**src/rtl/seq_det_pkg.sv**
```systemverilog
// seq_det_pkg
//   Shared definitions for the serial pattern detector: the FSM state enum
//   and the 2-bit encodings driven on the debug state output.
//   No ports (package).
package seq_det_pkg;

  typedef enum logic [1:0] {
    IDLE  = 2'd0,
    FILL  = 2'd1,
    ARMED = 2'd2
  } det_state_e;

  localparam logic [1:0] ST_IDLE    = IDLE;
  localparam logic [1:0] ST_FILL    = FILL;
  localparam logic [1:0] ST_ARMED   = ARMED;
  // Unused encoding; the FSM falls back to IDLE if it ever lands here.
  localparam logic [1:0] ST_ILLEGAL = 2'd3;

endpackage

```
**src/rtl/seq_pattern_detector_if.sv**
```systemverilog
// seq_pattern_detector_if
//   Bundles the data, config and status signals of seq_pattern_detector.
//   Ports (as signals):
//     en, din_valid, din        - serial input and its qualifiers
//     cfg_we, cfg_pattern,
//     cfg_len, cfg_overlap      - config write strobe and payload
//     cnt_clr                   - synchronous match counter clear
//     match, match_cnt,
//     cfg_err, state            - detector outputs
//   Modports: master drives inputs / observes outputs, slave is the detector.
interface seq_pattern_detector_if #(
  parameter int MAX_LEN = 8,
  parameter int LW      = $clog2(MAX_LEN + 1),
  parameter int CNT_W   = 8
);

  logic               en;
  logic               din_valid;
  logic               din;
  logic               cfg_we;
  logic [MAX_LEN-1:0] cfg_pattern;
  logic [LW-1:0]      cfg_len;
  logic               cfg_overlap;
  logic               cnt_clr;
  logic               match;
  logic [CNT_W-1:0]   match_cnt;
  logic               cfg_err;
  logic [1:0]         state;

  modport master (
    output en, din_valid, din, cfg_we, cfg_pattern, cfg_len, cfg_overlap, cnt_clr,
    input  match, match_cnt, cfg_err, state
  );

  modport slave (
    input  en, din_valid, din, cfg_we, cfg_pattern, cfg_len, cfg_overlap, cnt_clr,
    output match, match_cnt, cfg_err, state
  );

endinterface

```
**src/rtl/seq_match_counter.sv**
```systemverilog
// seq_match_counter
//   Saturating up-counter for detected matches.
//   Ports:
//     clk, rst  - clock, asynchronous active-high reset
//     inc       - count one match this cycle
//     clr       - synchronous clear; clr together with inc yields 1
//     cnt       - current count, saturates at all-ones
module seq_match_counter #(
  parameter int CNT_W = 8
) (
  input  logic             clk,
  input  logic             rst,
  input  logic             inc,
  input  logic             clr,
  output logic [CNT_W-1:0] cnt
);

  logic [CNT_W-1:0] cnt_q;
  logic [CNT_W-1:0] cnt_d;

  // A clear in the same cycle as a match still records that match.
  always_comb begin
    cnt_d = cnt_q;
    if (clr) begin
      cnt_d = inc ? CNT_W'(1) : '0;
    end else if (inc && (cnt_q != {CNT_W{1'b1}})) begin
      cnt_d = cnt_q + CNT_W'(1);
    end
  end

  always_ff @(posedge clk or posedge rst) begin
    if (rst) begin
      cnt_q <= '0;
    end else begin
      cnt_q <= cnt_d;
    end
  end

  assign cnt = cnt_q;

endmodule

```
**src/rtl/seq_pattern_detector.sv**
```systemverilog
// seq_pattern_detector
//   Runtime-programmable serial bit-pattern detector (up to MAX_LEN bits),
//   overlapping or non-overlapping, with a registered one-cycle match pulse,
//   saturating match counter and sticky config error flag.
//   Ports:
//     clk, rst  - clock, asynchronous active-high reset
//     bus       - seq_pattern_detector_if.slave (data, config, status)
module seq_pattern_detector
  import seq_det_pkg::*;
#(
  parameter int               MAX_LEN = 8,
  parameter int               LW      = $clog2(MAX_LEN + 1),
  parameter int               CNT_W   = 8,
  parameter logic [MAX_LEN-1:0] PAT_RST = MAX_LEN'(8'b0000_1011),
  parameter logic [LW-1:0]    LEN_RST = LW'(4)
) (
  input  logic                  clk,
  input  logic                  rst,
  seq_pattern_detector_if.slave bus
);

  logic [MAX_LEN-1:0] pat_q,  pat_d;
  logic [LW-1:0]      len_q,  len_d;
  logic               ovl_q,  ovl_d;
  logic [MAX_LEN-1:0] hist_q, hist_d;
  logic [LW-1:0]      hcnt_q, hcnt_d;
  logic [1:0]         state_q, state_d;
  logic               match_q, match_d;
  logic               cfg_err_q, cfg_err_d;

  logic [MAX_LEN-1:0] len_mask;
  logic [MAX_LEN-1:0] hist_shift;
  logic [LW-1:0]      hcnt_inc;
  logic               hit;
  logic               take;
  logic               cfg_legal;

  // Only the low len bits of history and pattern take part in the compare.
  always_comb begin
    len_mask = '0;
    for (int i = 0; i < MAX_LEN; i++) begin
      len_mask[i] = (LW'(i) < len_q);
    end
  end

  always_comb begin
    hist_shift = (hist_q << 1) | MAX_LEN'(bus.din);
    hcnt_inc   = (hcnt_q < len_q) ? hcnt_q + LW'(1) : hcnt_q;
    hit        = ((hist_shift & len_mask) == (pat_q & len_mask)) && (hcnt_inc >= len_q);
    // A config write in the same cycle swallows the incoming bit.
    take       = bus.en && bus.din_valid && !bus.cfg_we && (state_q != ST_ILLEGAL);
    cfg_legal  = (bus.cfg_len != '0) && (bus.cfg_len <= LW'(MAX_LEN));
  end

  always_comb begin
    state_d   = state_q;
    hist_d    = hist_q;
    hcnt_d    = hcnt_q;
    pat_d     = pat_q;
    len_d     = len_q;
    ovl_d     = ovl_q;
    cfg_err_d = cfg_err_q;
    match_d   = 1'b0;

    if (!bus.en || (state_q == ST_ILLEGAL)) begin
      state_d = ST_IDLE;
      hist_d  = '0;
      hcnt_d  = '0;
    end else if (take) begin
      match_d = hit;
      if (hit && !ovl_q) begin
        // Non-overlapping: the matched bits cannot start the next pattern.
        state_d = ST_FILL;
        hist_d  = '0;
        hcnt_d  = '0;
      end else begin
        hist_d  = hist_shift;
        hcnt_d  = hcnt_inc;
        state_d = (hcnt_inc >= len_q) ? ST_ARMED : ST_FILL;
      end
    end else if (state_q == ST_IDLE) begin
      state_d = ST_FILL;
    end

    // An illegal write only raises the flag; everything else carries on.
    if (bus.cfg_we) begin
      if (cfg_legal) begin
        pat_d     = bus.cfg_pattern;
        len_d     = bus.cfg_len;
        ovl_d     = bus.cfg_overlap;
        hist_d    = '0;
        hcnt_d    = '0;
        state_d   = bus.en ? ST_FILL : ST_IDLE;
        cfg_err_d = 1'b0;
      end else begin
        cfg_err_d = 1'b1;
      end
    end
  end

  always_ff @(posedge clk or posedge rst) begin
    if (rst) begin
      pat_q     <= PAT_RST;
      len_q     <= LEN_RST;
      ovl_q     <= 1'b1;
      hist_q    <= '0;
      hcnt_q    <= '0;
      state_q   <= ST_IDLE;
      match_q   <= 1'b0;
      cfg_err_q <= 1'b0;
    end else begin
      pat_q     <= pat_d;
      len_q     <= len_d;
      ovl_q     <= ovl_d;
      hist_q    <= hist_d;
      hcnt_q    <= hcnt_d;
      state_q   <= state_d;
      match_q   <= match_d;
      cfg_err_q <= cfg_err_d;
    end
  end

  seq_match_counter #(
    .CNT_W(CNT_W)
  ) u_counter (
    .clk (clk),
    .rst (rst),
    .inc (match_d),
    .clr (bus.cnt_clr),
    .cnt (bus.match_cnt)
  );

  assign bus.match   = match_q;
  assign bus.cfg_err = cfg_err_q;
  assign bus.state   = state_q;

endmodule

```
**src/flat_wrapper.sv**
```systemverilog
// flat-port wrapper written by rule: the top's interface ports become plain ports
module seq_pattern_detector_flat import seq_det_pkg::*;
#(
  parameter int               MAX_LEN = 8,
  parameter int               LW      = $clog2(MAX_LEN + 1),
  parameter int               CNT_W   = 8,
  parameter logic [MAX_LEN-1:0] PAT_RST = MAX_LEN'(8'b0000_1011),
  parameter logic [LW-1:0]    LEN_RST = LW'(4)
)
  (clk, rst, bus_en, bus_din_valid, bus_din, bus_cfg_we, bus_cfg_pattern, bus_cfg_len, bus_cfg_overlap, bus_cnt_clr, bus_match, bus_match_cnt, bus_cfg_err, bus_state);
  seq_pattern_detector_if #(.MAX_LEN(MAX_LEN), .LW(LW), .CNT_W(CNT_W)) bus_i ();
  input  logic clk;
  input  logic rst;
  input wire logic [$bits(bus_i.en)-1:0] bus_en;
  input wire logic [$bits(bus_i.din_valid)-1:0] bus_din_valid;
  input wire logic [$bits(bus_i.din)-1:0] bus_din;
  input wire logic [$bits(bus_i.cfg_we)-1:0] bus_cfg_we;
  input wire logic [$bits(bus_i.cfg_pattern)-1:0] bus_cfg_pattern;
  input wire logic [$bits(bus_i.cfg_len)-1:0] bus_cfg_len;
  input wire logic [$bits(bus_i.cfg_overlap)-1:0] bus_cfg_overlap;
  input wire logic [$bits(bus_i.cnt_clr)-1:0] bus_cnt_clr;
  output wire logic [$bits(bus_i.match)-1:0] bus_match;
  output wire logic [$bits(bus_i.match_cnt)-1:0] bus_match_cnt;
  output wire logic [$bits(bus_i.cfg_err)-1:0] bus_cfg_err;
  output wire logic [$bits(bus_i.state)-1:0] bus_state;
  assign bus_i.en = bus_en;
  assign bus_i.din_valid = bus_din_valid;
  assign bus_i.din = bus_din;
  assign bus_i.cfg_we = bus_cfg_we;
  assign bus_i.cfg_pattern = bus_cfg_pattern;
  assign bus_i.cfg_len = bus_cfg_len;
  assign bus_i.cfg_overlap = bus_cfg_overlap;
  assign bus_i.cnt_clr = bus_cnt_clr;
  assign bus_match = bus_i.match;
  assign bus_match_cnt = bus_i.match_cnt;
  assign bus_cfg_err = bus_i.cfg_err;
  assign bus_state = bus_i.state;
  seq_pattern_detector #(.MAX_LEN(MAX_LEN), .LW(LW), .CNT_W(CNT_W), .PAT_RST(PAT_RST), .LEN_RST(LEN_RST)) u_core (.clk(clk), .rst(rst), .bus(bus_i));
endmodule
```
**config.mk**
```make
export PLATFORM = sky130hd
export DESIGN_NAME = seq_pattern_detector_flat
export DESIGN_NICKNAME = d
export VERILOG_FILES = /design/src/rtl/seq_det_pkg.sv /design/src/rtl/seq_pattern_detector_if.sv /design/src/rtl/seq_match_counter.sv /design/src/rtl/seq_pattern_detector.sv /design/src/flat_wrapper.sv
export SDC_FILE = /design/constraint.sdc
export NUM_CORES = 1
export LEC_CHECK = 0
export ABC_AREA = 1
export CAP_MARGIN = 20
export CORE_MARGIN = 4
export CORE_UTILIZATION = 48
export CTS_BUF_LIST = sky130_fd_sc_hd__clkbuf_4 sky130_fd_sc_hd__clkbuf_8
export CTS_CLUSTER_SIZE = 30
export DETAILED_ROUTE_END_ITERATION = 10
export GPL_ROUTABILITY_DRIVEN = 0
export GPL_TIMING_DRIVEN = 0
export PLACE_DENSITY_LB_ADDON = 0.1
export SLEW_MARGIN = 5
export SYNTH_ARGS = -nofsm -noshare
export SYNTH_HDL_FRONTEND = slang
export SYNTH_SLANG_ARGS = --single-unit
```
**constraint.sdc**
```tcl
create_clock -name clk -period 3.2 [get_ports clk]
set_clock_uncertainty 0.15 [all_clocks]
set_input_delay 0.8 -clock clk [delete_from_list [all_inputs] [get_ports clk]]
set_output_delay 0.8 -clock clk [all_outputs]
set_load 0.05 [all_outputs]
```
==> out/qor_table.md <==
| Item | Reported | Unit |
|---|---|---|
| Unrepaired setup endpoints after global routing | no | - |
| Total wirelength of the detailed-routed design | 5030 | um |
| Flip-flop and latch count after synthesis | 36 | - |
| # placed instances | 390 | - |
| Synthesis warning total | 0 | - |
| Final Instance Count excl. Fillers | 398 | - |
| Biggest area contributors in the synthesized netlist | sky130_fd_sc_hd__dfrtp_1 (35%), sky130_fd_sc_hd__nand2_1 (17%), sky130_fd_sc_hd__nand3_1 (6.8%) | - |
| CTS tree | built | - |
| Layout cell share with drive strength beyond 1 | 10.1 | % |
| Via count | 2017 | - |
| Standard-cell rows | 24 | - |
| First-pass detailed-route iteration total | 4 | - |
| Data required, critical path | 3.20 | ns |
| Number of buffers created by CTS | 5 | - |
| Distinct cell type count after synthesis | 29 | - |
| Critical path start-end classification | reg -> reg | - |
| Layout overhead on the synthesized area | 22.3 | % |
| Synth Net Count | 337 | - |
| Fmax | 347 | MHz |
| Global route total overflow | 0 | - |
| Die Span X | 76 | um |
| Die footprint | 5780 | sq um |
| IO Pins | 32 | - |
| Total track usage | 18.5 | % |
| Drc violations | 0 | - |
| Final Hold Slack | 0.351 | ns |
| Arrival @ worst endpoint | 2.89 | ns |
| Initial antenna violation count | 0 | - |
| Diodes inserted | 0 | - |
| Cell taking the most area after synthesis | sky130_fd_sc_hd__dfrtp_1 | - |
| Result of the run | complete, no violations | - |
| Wire length of the first global-routing pass | 8830 | um |
| Number of nets with antenna violations after detailed routing | 0 | - |
| Initial Utilization | 50.3 | % |
| Clk Tree Root Cell | sky130_fd_sc_hd__clkbuf_8 | - |
| Final net count | 374 | - |
| Maximum Capacitance Violations | 0 | - |
| Tightest Hold Check Type | reg -> reg | - |
| Max Buffers Root-to-Sink | 2 | - |
| Critical Path Fanout Max | 10 | - |
| Worst reg-to-reg path cell count | 15 | - |
| Sequential standard cell area | 907 | sq um |
| Type of destination of the critical path | flip-flop | - |
| Number of endpoints with negative hold slack in the final report | 0 | - |
| Clock transition at the register clock pins on the worst setup and hold paths after CTS | 0.07 | ns |
| Routed wirelength normalized by instance count | 12.6 | um |
| Post-synthesis cell count | 308 | - |
| Mean cell area of the mapped netlist | 7.21 | sq um |
| Period Utilization, post-route | 90.1 | % |
| Worst min-delay path endpoint | u_core.pat_q[0]$_DFFE_PP1P_ | - |
| Deepest level of the CTS H-tree | 2 | - |
| Met1 track demand over resource | 25.1 | % |
| GR Util met2 | 29.3 | % |
| Final standard cell utilization of the core | 61.5 | % |
| Area of the mapped netlist | 2220 | sq um |
| Post-route setup TNS | 0 | ns |
| Crit path time final | 2.88 | ns |
| Sequential-to-total area share from yosys stat | 40.9 | % |
| Capture instance of the worst register-to-register path | u_core.hist_q[3]$_DFF_PP0_ | - |
| Met3 usage in global routing | 4.85 | % |
| Vias in the first global route | 1943 | - |
| Number of sinks handled by clock tree synthesis | 36 | - |
| Worst Tran Pin Value | 0.750 | ns |
| Setup slack, reg-to-reg | 0.32 | ns |
| Beginning of the worst register-to-register path | u_core.len_q[3]$_DFFE_PP0P_ | - |
| Fill cells | 423 | - |
| Cell depth of the worst min-delay path | 2 | - |
| Leakage Power | 0.00139 | uW |
| Worst slew margin | 49.9 | % |
| Worst skew pair latency | 0.29 | ns |
| Post-detail-place hpwl | 3700 | um |
| Count of port buffers added during placement | 30 | - |
| Category of the worst setup path launch point | flip-flop | - |
| Area used by multi-input combinational logic | 1120 | sq um |
| CORE AREA | 4410 | sq um |
| Power density of the placed cells | 478 | nW/um^2 |
| Number of DRC markers after the initial detailed-route iteration | 88 | - |
| Final Setup Violations | 0 | - |
| Top-area cell type share of the netlist area | 34.9 | % |
| GR peak layer | met2 | - |
| Worst VDD drop | 291 | uV |
| Max Slew Vio Count | 0 | - |
| Beginning of the worst hold path | u_core.pat_q[0]$_DFFE_PP1P_ | - |
| Vias per Instance | 5.07 | - |
| Maximum number of pins on one net before global-route repair | 37 | - |
| Die H | 76 | um |
-- worst max-delay path, cell delays in order (launching register included) --
cell and delay (ns):
sky130_fd_sc_hd__dfrtp_1 0.45, sky130_fd_sc_hd__inv_2 0.10, sky130_fd_sc_hd__ha_1 0.33, sky130_fd_sc_hd__a21oi_2 0.23
sky130_fd_sc_hd__nand2_1 0.15, sky130_fd_sc_hd__nand2_1 0.08, sky130_fd_sc_hd__nand2_1 0.09, sky130_fd_sc_hd__ha_1 0.30
sky130_fd_sc_hd__inv_1 0.04, sky130_fd_sc_hd__o21bai_1 0.11, sky130_fd_sc_hd__nand3_1 0.10, sky130_fd_sc_hd__nand3_2 0.13
sky130_fd_sc_hd__nand4_1 0.15, sky130_fd_sc_hd__buf_4 0.21, sky130_fd_sc_hd__nand2_1 0.07, sky130_fd_sc_hd__a21oi_1 0.06
-- cell usage in the layout (no fill, tap or decap), types with 5 or more instances in the layout --
cell type and count:
sky130_fd_sc_hd__a21oi_1 15, sky130_fd_sc_hd__dfrtp_1 31, sky130_fd_sc_hd__o21ai_0 19, sky130_fd_sc_hd__inv_1 36, sky130_fd_sc_hd__clkbuf_8 7, sky130_fd_sc_hd__inv_2 6, sky130_fd_sc_hd__nand3_1 30, sky130_fd_sc_hd__nor2_1 21
sky130_fd_sc_hd__dfstp_2 5, sky130_fd_sc_hd__ha_1 9, sky130_fd_sc_hd__nand2_1 99, sky130_fd_sc_hd__clkdlybuf4s50_1 30, sky130_fd_sc_hd__nand4_1 5
-- area by class of cell --
class	instances	area share [%]
buffer	6	1.15
clock buffer	7	3.55
clock inverter	1	1.11
inverter	44	6.08
multi-input combinational	222	41.2
sequential	36	33.4
tap	52	2.40
timing repair buffer	30	11.1
-- per-layer routing --
metal | vias up | share of wire [%]
met1 | 924 | 48
met5 | - | 0
met3 | 2 | 4.2
li1 | 1054 | -
met2 | 37 | 48
met4 | 0 | 0.38
-- kinds of logic after synthesis --
logic type | count (synthesis) | synth area share, %
adder cells (fa/ha/maj) | 9 | 5.07
XOR/XNOR | 5 | 1.97
buffers and inverters | 50 | 8.85
AO/OA/AOI/OAI | 39 | 8.91
flip-flops | 36 | 40.9
AND/OR/NAND/NOR | 169 | 34.3
-- worst max-delay path by stage --
stage	startpoint	end	slack, ns	depth (start not counted)
floorplan	u_core.len_q[3]$_DFFE_PP0P_	u_core.hcnt_q[2]$_DFF_PP0_	0.59	15
global placement	u_core.len_q[3]$_DFFE_PP0P_	u_core.hist_q[3]$_DFF_PP0_	0.27	15
detailed placement	u_core.len_q[3]$_DFFE_PP0P_	u_core.hist_q[3]$_DFF_PP0_	0.24	15
CTS	u_core.len_q[3]$_DFFE_PP0P_	u_core.hist_q[3]$_DFF_PP0_	0.20	15
global route	u_core.len_q[2]$_DFFE_PP1P_	u_core.hcnt_q[3]$_DFF_PP0_	0.03	14
finish	u_core.len_q[3]$_DFFE_PP0P_	u_core.hist_q[3]$_DFF_PP0_	0.32	15
-- where the power goes --
part | internal, uW | total, uW | leakage [uW] | switching (uW)
Sequential | 497 | 527 | 0.000462 | 29.8
Clock | 275 | 441 | 0.0000645 | 166
Combinational | 121 | 331 | 0.000867 | 209
-- flip-flops by register name, summed over array words and instances (netlist names) --
signal and flops:
u_core.bus.cfg_err 1, u_core.bus.match 1, u_core.bus.state 2, u_core.hcnt_q 4
u_core.hist_q 7, u_core.len_q 4, u_core.ovl_q 1, u_core.pat_q 8
u_core.u_counter.cnt 8
-- synthesized netlist by cell type --
cell type and number:
sky130_fd_sc_hd__clkbuf_1 1, sky130_fd_sc_hd__clkinv_1 2, sky130_fd_sc_hd__nor2_1 21, sky130_fd_sc_hd__dfrtp_1 31, sky130_fd_sc_hd__buf_2 4, sky130_fd_sc_hd__nor2_4 1, sky130_fd_sc_hd__nor3b_1 2, sky130_fd_sc_hd__or2_2 1
sky130_fd_sc_hd__nor2_2 2, sky130_fd_sc_hd__o21ai_0 19, sky130_fd_sc_hd__nand2_2 2, sky130_fd_sc_hd__a21oi_1 16, sky130_fd_sc_hd__o21ai_1 3, sky130_fd_sc_hd__nor2_8 1, sky130_fd_sc_hd__nand2_4 1, sky130_fd_sc_hd__xnor2_1 1
sky130_fd_sc_hd__inv_1 37, sky130_fd_sc_hd__o21bai_1 1, sky130_fd_sc_hd__nand3_1 30, sky130_fd_sc_hd__nand3_2 1, sky130_fd_sc_hd__nand2_1 99, sky130_fd_sc_hd__buf_4 1, sky130_fd_sc_hd__nand4_1 5, sky130_fd_sc_hd__dfstp_2 5
sky130_fd_sc_hd__ha_1 9, sky130_fd_sc_hd__inv_2 5, sky130_fd_sc_hd__xor2_1 4, sky130_fd_sc_hd__nor3_1 2, sky130_fd_sc_hd__nand4_4 1
-- what timing repair did --
item	in CTS	in global routing
buffers inserted	0	0
gates resized for setup	0	1
setup endpoints to repair	0	10
hold buffers	0	0
-- metrics by stage --
step | total power [uW] | worst slack, ns | area (sq um)
detailed placement | 867 | 0.245 | 2580
global placement | 859 | 0.266 | 2580
floorplan | 773 | 0.587 | 2220
CTS | 1310 | 0.205 | 2710
global route | 1390 | 0.0251 | 2720
finish | 1300 | 0.315 | 2720
Note: power is estimated with default switching activity, not from simulation.
